## src/rtl/pc_out_wrr_merge_pkg.sv

```systemverilog
// Shared types and constants for the PC_out weighted round-robin merge.
package pc_out_wrr_merge_pkg;

  localparam int PC_WORD_W       = 32;
  localparam int DEF_WEIGHT_CORE = 4;
  localparam int DEF_WEIGHT_BD   = 4;

  typedef enum logic {
    SRC0 = 1'b0,
    SRC1 = 1'b1
  } owner_e;

endpackage

```

## src/rtl/pc_out_wrr_merge_wrr_grant.sv

```systemverilog
// Combinational weighted round-robin grant between core (SRC0) and BD (SRC1) sources.
// Zero-latency decision; the caller qualifies the grant with output-register space.
module wrr_grant
  import pc_out_wrr_merge_pkg::*;
#(
  parameter int NWeight = 4
) (
  input  owner_e               owner_i,
  input  logic [NWeight-1:0]   cred_i,
  input  logic [NWeight-1:0]   weight0_i,
  input  logic [NWeight-1:0]   weight1_i,
  input  logic                 in0_v_i,
  input  logic                 in1_v_i,
  output logic                 gnt_vld_o,
  output owner_e               gnt_src_o,
  output logic [NWeight-1:0]   own_weff_o
);

  logic [NWeight-1:0] weff0;
  logic [NWeight-1:0] weff1;
  logic               own_v;
  logic               oth_v;
  owner_e             other;

  // A zero weight still lets the owner send one word per tenure.
  assign weff0      = (weight0_i == '0) ? NWeight'(1) : weight0_i;
  assign weff1      = (weight1_i == '0) ? NWeight'(1) : weight1_i;
  assign own_weff_o = (owner_i == SRC0) ? weff0 : weff1;
  assign own_v      = (owner_i == SRC0) ? in0_v_i : in1_v_i;
  assign oth_v      = (owner_i == SRC0) ? in1_v_i : in0_v_i;
  assign other      = (owner_i == SRC0) ? SRC1 : SRC0;

  always_comb begin
    gnt_vld_o = 1'b0;
    gnt_src_o = owner_i;
    if (own_v && (cred_i < own_weff_o)) begin
      gnt_vld_o = 1'b1;
    end else if (oth_v) begin
      gnt_vld_o = 1'b1;
      gnt_src_o = other;
    end else if (own_v) begin
      gnt_vld_o = 1'b1;
    end
  end

endmodule

```

## src/rtl/pc_out_wrr_merge.sv

```systemverilog
// Merges core PC traffic and BD_out traffic onto PC_out by weighted round-robin.
// One-cycle accept-to-out_v latency; a stalled output register blocks both inputs.
module pc_out_wrr_merge
  import pc_out_wrr_merge_pkg::*;
#(
  parameter int NWord   = PC_WORD_W,
  parameter int NWeight = 4,
  parameter int NCount  = 16
) (
  input  logic               clk,
  input  logic               reset,
  input  logic               in0_v,
  input  logic [NWord-1:0]   in0_d,
  output logic               in0_a,
  input  logic               in1_v,
  input  logic [NWord-1:0]   in1_d,
  output logic               in1_a,
  output logic               out_v,
  output logic [NWord-1:0]   out_d,
  input  logic               out_a,
  input  logic [NWeight-1:0] weight0,
  input  logic [NWeight-1:0] weight1,
  input  logic               cnt_clear,
  output logic [NCount-1:0]  cnt0,
  output logic [NCount-1:0]  cnt1
);

  logic               out_v_q;
  logic [NWord-1:0]   out_d_q;
  owner_e             owner_q, owner_d;
  logic [NWeight-1:0] cred_q, cred_d;
  logic [NCount-1:0]  cnt0_q, cnt1_q;

  logic               load_ok;
  logic               gnt_vld;
  owner_e             gnt_src;
  logic [NWeight-1:0] own_weff;
  logic               xfer;

  wrr_grant #(
    .NWeight (NWeight)
  ) u_grant (
    .owner_i    (owner_q),
    .cred_i     (cred_q),
    .weight0_i  (weight0),
    .weight1_i  (weight1),
    .in0_v_i    (in0_v),
    .in1_v_i    (in1_v),
    .gnt_vld_o  (gnt_vld),
    .gnt_src_o  (gnt_src),
    .own_weff_o (own_weff)
  );

  assign load_ok = !out_v_q || out_a;
  // Accepts are masked while reset is held so nothing is counted or captured.
  assign in0_a   = reset && load_ok && gnt_vld && (gnt_src == SRC0);
  assign in1_a   = reset && load_ok && gnt_vld && (gnt_src == SRC1);
  assign xfer    = in0_a || in1_a;

  always_comb begin
    owner_d = owner_q;
    cred_d  = cred_q;
    if (xfer) begin
      if (gnt_src == owner_q) begin
        cred_d = (cred_q < own_weff) ? cred_q + NWeight'(1) : own_weff;
      end else begin
        owner_d = gnt_src;
        cred_d  = NWeight'(1);
      end
    end
  end

  always_ff @(posedge clk or negedge reset) begin
    if (!reset) begin
      out_v_q <= 1'b0;
      out_d_q <= '0;
      owner_q <= SRC0;
      cred_q  <= '0;
    end else begin
      owner_q <= owner_d;
      cred_q  <= cred_d;
      if (xfer) begin
        out_v_q <= 1'b1;
        out_d_q <= (gnt_src == SRC0) ? in0_d : in1_d;
      end else if (out_a) begin
        out_v_q <= 1'b0;
      end
    end
  end

  // Clear takes priority over a same-cycle increment.
  always_ff @(posedge clk or negedge reset) begin
    if (!reset) begin
      cnt0_q <= '0;
      cnt1_q <= '0;
    end else if (cnt_clear) begin
      cnt0_q <= '0;
      cnt1_q <= '0;
    end else begin
      if (in0_a) cnt0_q <= cnt0_q + NCount'(1);
      if (in1_a) cnt1_q <= cnt1_q + NCount'(1);
    end
  end

  assign out_v = out_v_q;
  assign out_d = out_d_q;
  assign cnt0  = cnt0_q;
  assign cnt1  = cnt1_q;

endmodule

```

## config.mk

```make
export PLATFORM = sky130hd
export DESIGN_NAME = pc_out_wrr_merge
export DESIGN_NICKNAME = d
export VERILOG_FILES = /design/src/rtl/pc_out_wrr_merge_pkg.sv /design/src/rtl/pc_out_wrr_merge_wrr_grant.sv /design/src/rtl/pc_out_wrr_merge.sv
export SDC_FILE = /design/constraint.sdc
export NUM_CORES = 1
export LEC_CHECK = 0
export ABC_CLOCK_PERIOD_IN_PS = 4920
export CAP_MARGIN = 20
export CORE_MARGIN = 5
export CORE_UTILIZATION = 57
export DETAILED_ROUTE_END_ITERATION = 8
export DONT_BUFFER_PORTS = 1
export PLACE_DENSITY = 0.76
export SETUP_SLACK_MARGIN = 0.1
export SYNTH_ARGS = -nofsm -noshare
export SYNTH_HDL_FRONTEND = slang
export SYNTH_SLANG_ARGS = --single-unit
```

## constraint.sdc

```tcl
create_clock -name clk -period 4.92 [get_ports clk]
set_input_delay 1.476 -clock clk [delete_from_list [all_inputs] [get_ports clk]]
set_output_delay 1.476 -clock clk [all_outputs]
set_load 0.05 [all_outputs]
```

# ---- After elaboration in Yosys (flattened, before gate mapping)
# Cells that the tools add are included.
dict set report word_totals {
  input_bits 78
  romBits 0
  mem_count 0
  ramBits 0
  latch_bits 0
  out_inout_bits 67
  register_bits 70
  word_cells 47
}
dict set report op_classes {
  n_bitwise 2
  add_sub_neg 3
  order_cmp 1
  mul 0
  n_shift 0
  n_mux 20
  n_reduce_logical 14
  eq_ne 1
  div_mod_pow 0
}
# op n
set op_table {}
lappend op_table {{16-bit two-way mux} 4}
lappend op_table {{16-bit by 1-bit adder with 16-bit output, second input constant} 2}
lappend op_table {{32-bit two-way mux} 1}
lappend op_table {{4-bit two-way mux} 5}
lappend op_table {{1-bit two-way mux} 10}
lappend op_table {{4-bit zero test} 2}
lappend op_table {{2-bit nonzero test} 3}
lappend op_table {{1-bit logical AND} 5}
lappend op_table {{4-bit by 1-bit adder with 4-bit output, second input constant} 1}
lappend op_table {{4-bit less-than comparator} 1}
lappend op_table {{1-bit logical OR} 2}
lappend op_table {{1-bit inverter} 2}
lappend op_table {{2-bit AND reduction} 1}
lappend op_table {{1-bit == test} 1}
lappend op_table {{1-bit zero test} 1}

# ---- Logic depth before layout (Yosys ltp)
dict set report depth {
  ltp_word 10
  depth_mapped 12
  depth_no_buf 9
}

# ---- Hierarchy
# From an unflattened synthesis, not the netlist that was laid out.
dict set report hier_totals {
  hier_cells 368
  hier_area_um2 3697.3
}
# mod cells_per_inst n_inst area_per_inst_um2 seq_area_each_um2
set by_module_without_submodules {}
lappend by_module_without_submodules {pc_out_wrr_merge 343 1 3495.9 1751.7}
lappend by_module_without_submodules {wrr_grant 25 1 201.4 0.0}

# ---- Worst setup path before layout
# OpenSTA, ideal clock, no wires.
dict set report synth_path {
  path_type {input to output}
  start {in weight1[3]}
  end {out in1_a}
  path_buffers 1
  t_required_ns 3.444
  stages 8
  t_arrival_ns 3.565
  setup_slack_ns -0.121
  path_cell_list {mux2i_1 > ha_1 > a2111o_1 > o21bai_4 > a41oi_2 > nand2_1 > inv_2 > buf_2}
}
dict set report synth_via {
  elab_chain_len 8
  elab_cells_between_ends 9
  cone_classes {order compare: 1; mux: 4; reduce/logical: 4}
}
# item line
set synth_rtl {}
lappend synth_rtl {{start: declaration} pc_out_wrr_merge.sv:22} ;# input logic [NWeight-1:0] weight1,
lappend synth_rtl {{4-bit zero test} pc_out_wrr_merge_wrr_grant.sv:27} ;# assign weff1 = (weight1_i == '0) ? NWeight'(1) : weight1_i;
lappend synth_rtl {{4-bit two-way mux *} pc_out_wrr_merge_wrr_grant.sv:27}
lappend synth_rtl {{4-bit two-way mux *} pc_out_wrr_merge_wrr_grant.sv:28} ;# assign own_weff_o = (owner_i == SRC0) ? weff0 : weff1;
lappend synth_rtl {{4-bit less-than comparator *} pc_out_wrr_merge_wrr_grant.sv:36} ;# if (own_v && (cred_i < own_weff_o)) begin
lappend synth_rtl {{1-bit logical AND *} pc_out_wrr_merge_wrr_grant.sv:36}
lappend synth_rtl {{1-bit two-way mux} pc_out_wrr_merge_wrr_grant.sv:36}
lappend synth_rtl {{1-bit logical AND} pc_out_wrr_merge.sv:57} ;# assign in1_a = reset && load_ok && gnt_vld && (gnt_src == SRC1);
lappend synth_rtl {{1-bit logical AND *} pc_out_wrr_merge.sv:57}
lappend synth_rtl {{end: declaration} pc_out_wrr_merge.sv:17} ;# output logic in1_a,
# Mark *: on every way between the ends. The rest lies on a longest branch, timed or not.

# ---- Worst setup path in the final report
dict set report layout_path {
  start {in weight1[3]}
  end {out in0_a}
}
dict set report layout_via {
  elab_chain_len 8
  elab_cells_between_ends 10
  cone_classes {order compare: 1; mux: 4; bitwise: 1; reduce/logical: 4}
}
# item line
set layout_rtl {}
lappend layout_rtl {{4-bit zero test} pc_out_wrr_merge_wrr_grant.sv:27}
lappend layout_rtl {{4-bit two-way mux *} pc_out_wrr_merge_wrr_grant.sv:27}
lappend layout_rtl {{4-bit two-way mux *} pc_out_wrr_merge_wrr_grant.sv:28}
lappend layout_rtl {{4-bit less-than comparator *} pc_out_wrr_merge_wrr_grant.sv:36}
lappend layout_rtl {{1-bit logical AND *} pc_out_wrr_merge_wrr_grant.sv:36}
lappend layout_rtl {{1-bit two-way mux} pc_out_wrr_merge_wrr_grant.sv:36}
lappend layout_rtl {{1-bit logical AND / 1-bit inverter (equally long branches)} n/a}
lappend layout_rtl {{1-bit logical AND *} pc_out_wrr_merge.sv:56} ;# assign in0_a = reset && load_ok && gnt_vld && (gnt_src == SRC0);
lappend layout_rtl {{end: declaration} pc_out_wrr_merge.sv:14} ;# output logic in0_a,
# Marked as above.

==> Implementation_results.wiki <==
{| class="wikitable"
! Metric !! Value
|-
| Initial core utilization || 59.2%
|-
| Residual DRC count || 0
|-
| Via count || 2782
|-
| Class of the most critical hold timing path || flip-flop to flip-flop
|-
| Synth Instances || 345
|-
| Vias in the first global route || 2751
|-
| WS Path Type || input pin to output pin
|-
| Min setup slack post-route || 0.184 ns
|-
| Area growth from synthesis to layout || 8.94%
|-
| Power density relative to cell area || 518 mW/mm²
|-
| Startpoint types || input pin
|-
| RSZ-0062 raised after global routing || true
|-
| CP max stage cell || sky130_fd_sc_hd__a2111o_1
|-
| Worst path top cell family by delay || compound AO/OA/AOI/OAI gates
|-
| Endpoint type of the worst setup path || output pin
|-
| Hold Vio Cnt, Final || 0
|-
| Number of buffers created by CTS || 9
|-
| Grt total ovfl || 0
|-
| Total of warnings raised by yosys || 0
|-
| Predominant post-synthesis flop cell || sky130_fd_sc_hd__dfrtp_1
|-
| Share of async-settable or async-resettable flops after synthesis || 100%
|-
| Met3 wirelength from detailed routing || 891 µm
|-
| Flops & latches, synth || 70
|-
| Initial antenna violation count || 0
|-
| Via density || 6.52
|-
| Maximum number of buffers from clock root to sink || 2
|-
| Number of nets at the end of the flow || 431
|-
| Peak supply drop || 0.000427 V
|-
| Total placed cells including tap cells || 410
|-
| Met1 wire length || 3260 µm
|-
| Syn Nets || 429
|-
| Maximum clock rate || 211 MHz
|-
| Area of the placeable core || 0.00596 mm²
|-
| Io pins || 145
|-
| Number of non-filler instances in the completed layout || 427
|-
| Util after Layout || 64.5%
|-
| Post-DRT Antenna Nets || 0
|-
| Critical path buffer and inverter count || 1
|-
| Largest net degree at the start of global routing || 76
|-
| Time the final worst path needs with I/O delays and setup || 4.74 ns
|-
| Cell at the root of the clock tree || sky130_fd_sc_hd__clkbuf_8
|-
| Largest fanout of any net on the critical path || 8
|-
| Clock latency at the later pin of the worst-skew pair || 0.34 ns
|-
| Count of input and output buffers || 0
|-
| Max-cap violations || 0
|-
| Share of synthesized area occupied by flip-flops and latches || 49.7%
|-
| Router iterations before antenna repair || 6
|-
| Clk slew on worst S/H paths || 0.08 ns
|-
| Status || finished clean
|-
| Post-Syn Area || 0.00353 mm²
|-
| Worst Tran Pin Value || 0.592 ns
|-
| Inserted Diodes || 0
|-
| Post-synth EDFFs || 0
|-
| Total power of the final layout || 1.99 mW
|-
| Worst setup skew after layout || 0.0138 ns
|-
| Aggregate global-route resource usage || 21.9%
|-
| Total half-perimeter wirelength after legalization and detailed placement || 6330 µm
|-
| CP arrival || 3.26 ns
|-
| Required time reported for the critical path endpoint || 3.44 ns
|-
| Fraction of final layout cells with drive strength greater than 1 || 9.94%
|-
| Number of design-rule violations left by the first detailed-router iteration || 243
|-
| Chip width || 88.7 µm
|-
| Count of endpoints failing setup in the final report || 0
|-
| WL met2 || 4410 µm
|-
| Global-route wire length before repair || 13400 µm
|-
| Total wire length after detailed routing || 8690 µm
|-
| Post-placement worst setup slack || 0.140 ns
|-
| Number of H-tree branching levels || 3
|-
| Distinct cells, synth || 49
|-
| Average cell area after synthesis || 10.2 µm²
|-
| Worst relative slew slack || 60.6%
|-
| Leak || 1.78 nW
|-
| Standard-cell row count || 28
|-
| RePlAce Congestion || 0.890
|-
| CP Cell Sequence || mux2i_1 -> ha_1 -> a2111o_1 -> a21o_1 -> a41oi_4 -> nand2_4 -> inv_2
|-
| Vertical extent of the die || 88.7 µm
|-
| Summed negative setup slack over all endpoints || 0 ns
|-
| Die Footprint || 0.00786 mm²
|-
| Final Max Slew Viols || 0
|-
| Drt wl/cell || 20.4 µm
|-
| Post-route clock period utilization || 96.3%
|-
| Critical Path Max Stage Delay || 0.47 ns
|-
| Number of clock sinks || 70
|-
| Highest layer used for signal routing || met4
|-
| CTS tree || done
|}
registers in the layout, indices dropped and copies added, names as in the netlist:
name     flops
cnt0        16
out_d       32
cnt1        16
out_v        1
cred_q       4
owner_q      1
Yosys cell counts, drive strengths merged, types with 6 or more instances:
library cell / n / area share [%]
dfrtp: 70 / 50
inv: 39 / 4.2
a222oi: 32 / 9.1
nor2: 23 / 2.4
a21oi: 16 / 2.3
nand2: 16 / 1.9
nand3: 16 / 2.3
nand4: 15 / 2.7
xor2: 14 / 3.5
o21ai: 10 / 1.4
buf: 9 / 1.2
or3: 9 / 1.7
clkbuf: 7 / 0.75
ha: 6 / 2.1
xnor2: 6 / 1.5
report_power, final:
group / switching [mW] / leakage, nW / internal (mW)
Combinational: 0.233 / 0.775 / 0.183
Sequential: 0.434 / 0.915 / 0.675
Clock: 0.228 / 0.0895 / 0.238
cells in the final DEF (no fill, tap or decap), types with 4 or more instances in the layout:
cell,instances
sky130_fd_sc_hd__a21o_1,4
sky130_fd_sc_hd__nor2_1,23
sky130_fd_sc_hd__nand2_1,15
sky130_fd_sc_hd__xor2_1,14
sky130_fd_sc_hd__and3_1,4
sky130_fd_sc_hd__ha_1,6
sky130_fd_sc_hd__nand3_1,16
sky130_fd_sc_hd__and2_1,4
sky130_fd_sc_hd__a222oi_1,32
sky130_fd_sc_hd__nor2b_1,5
sky130_fd_sc_hd__or3_1,7
sky130_fd_sc_hd__a21oi_1,16
sky130_fd_sc_hd__o21ai_0,8
sky130_fd_sc_hd__dfrtp_1,70
sky130_fd_sc_hd__xnor2_1,6
sky130_fd_sc_hd__nand2b_1,4
sky130_fd_sc_hd__nand4_1,15
sky130_fd_sc_hd__inv_1,37
sky130_fd_sc_hd__buf_4,6
sky130_fd_sc_hd__clkbuf_8,9
worst min-delay path, stage by stage, from the launching register on:
cell	delay, ns
sky130_fd_sc_hd__dfrtp_1	0.40
sky130_fd_sc_hd__nand2_1	0.07
sky130_fd_sc_hd__nand2_1	0.06
area by class of cell:
type / instances / area [µm²]
Sequential cell: 70 / 1750
Clock buffer: 10 / 128
Fill cell: 486 / 2110
Clock inverter: 6 / 70.1
Timing Repair Buffer: 7 / 72.6
Tap cell: 75 / 93.8
Inverter: 39 / 151
Multi-Input combinational cell: 220 / 1580
per-layer routing:
metal	global-route usage, %	vias up
met3	7.36	12
met5	0	-
met1	26.2	1349
met4	8.93	0
met2	36.4	134
li1	-	1287
final timing paths:
path,start,to,slack [ns],cells past startpoint
max reg2reg,owner_q,cnt1[13],1.51,10
min in group asynchronous,reset,cnt1[10],0.82,0
max,weight1[3],in0_a,0.18,7
min reg2reg,cred_q[3],cred_q[3],0.55,2
min,cred_q[3],cred_q[3],0.55,2
max in group asynchronous,reset,cnt0[5],3.96,0
logic make-up (layout without fill, tap and decap cells):
kind of cell / count (synthesis) / after routing / synth area share [%]
AND/OR/NAND/NOR: 108 / 108 / 16.4
multiplexers: 5 / 5 / 1.49
AO/OA/AOI/OAI: 81 / 81 / 19.2
buffers and inverters: 55 / 62 / 6.14
flip-flops: 70 / 70 / 49.7
XOR/XNOR: 20 / 20 / 4.97
adder cells (fa/ha/maj): 6 / 6 / 2.13
timing repair:
action / in CTS / in global routing
endpoints found under the setup margin: 0 / 1
resized for setup: 0 / 3
hold buffers: 0 / 0
setup buffers: 0 / 0
stage by stage:
step           hold WS, ns  cell area (µm²)
6_report             0.554             3840
5_1_grt              0.578             3840
4_1_cts              0.551             3800
3_5_place_dp         0.533             3610
3_3_place_gp         0.504             3610
2_1_floorplan        0.472             3550
(Power assumes the default switching activity.)
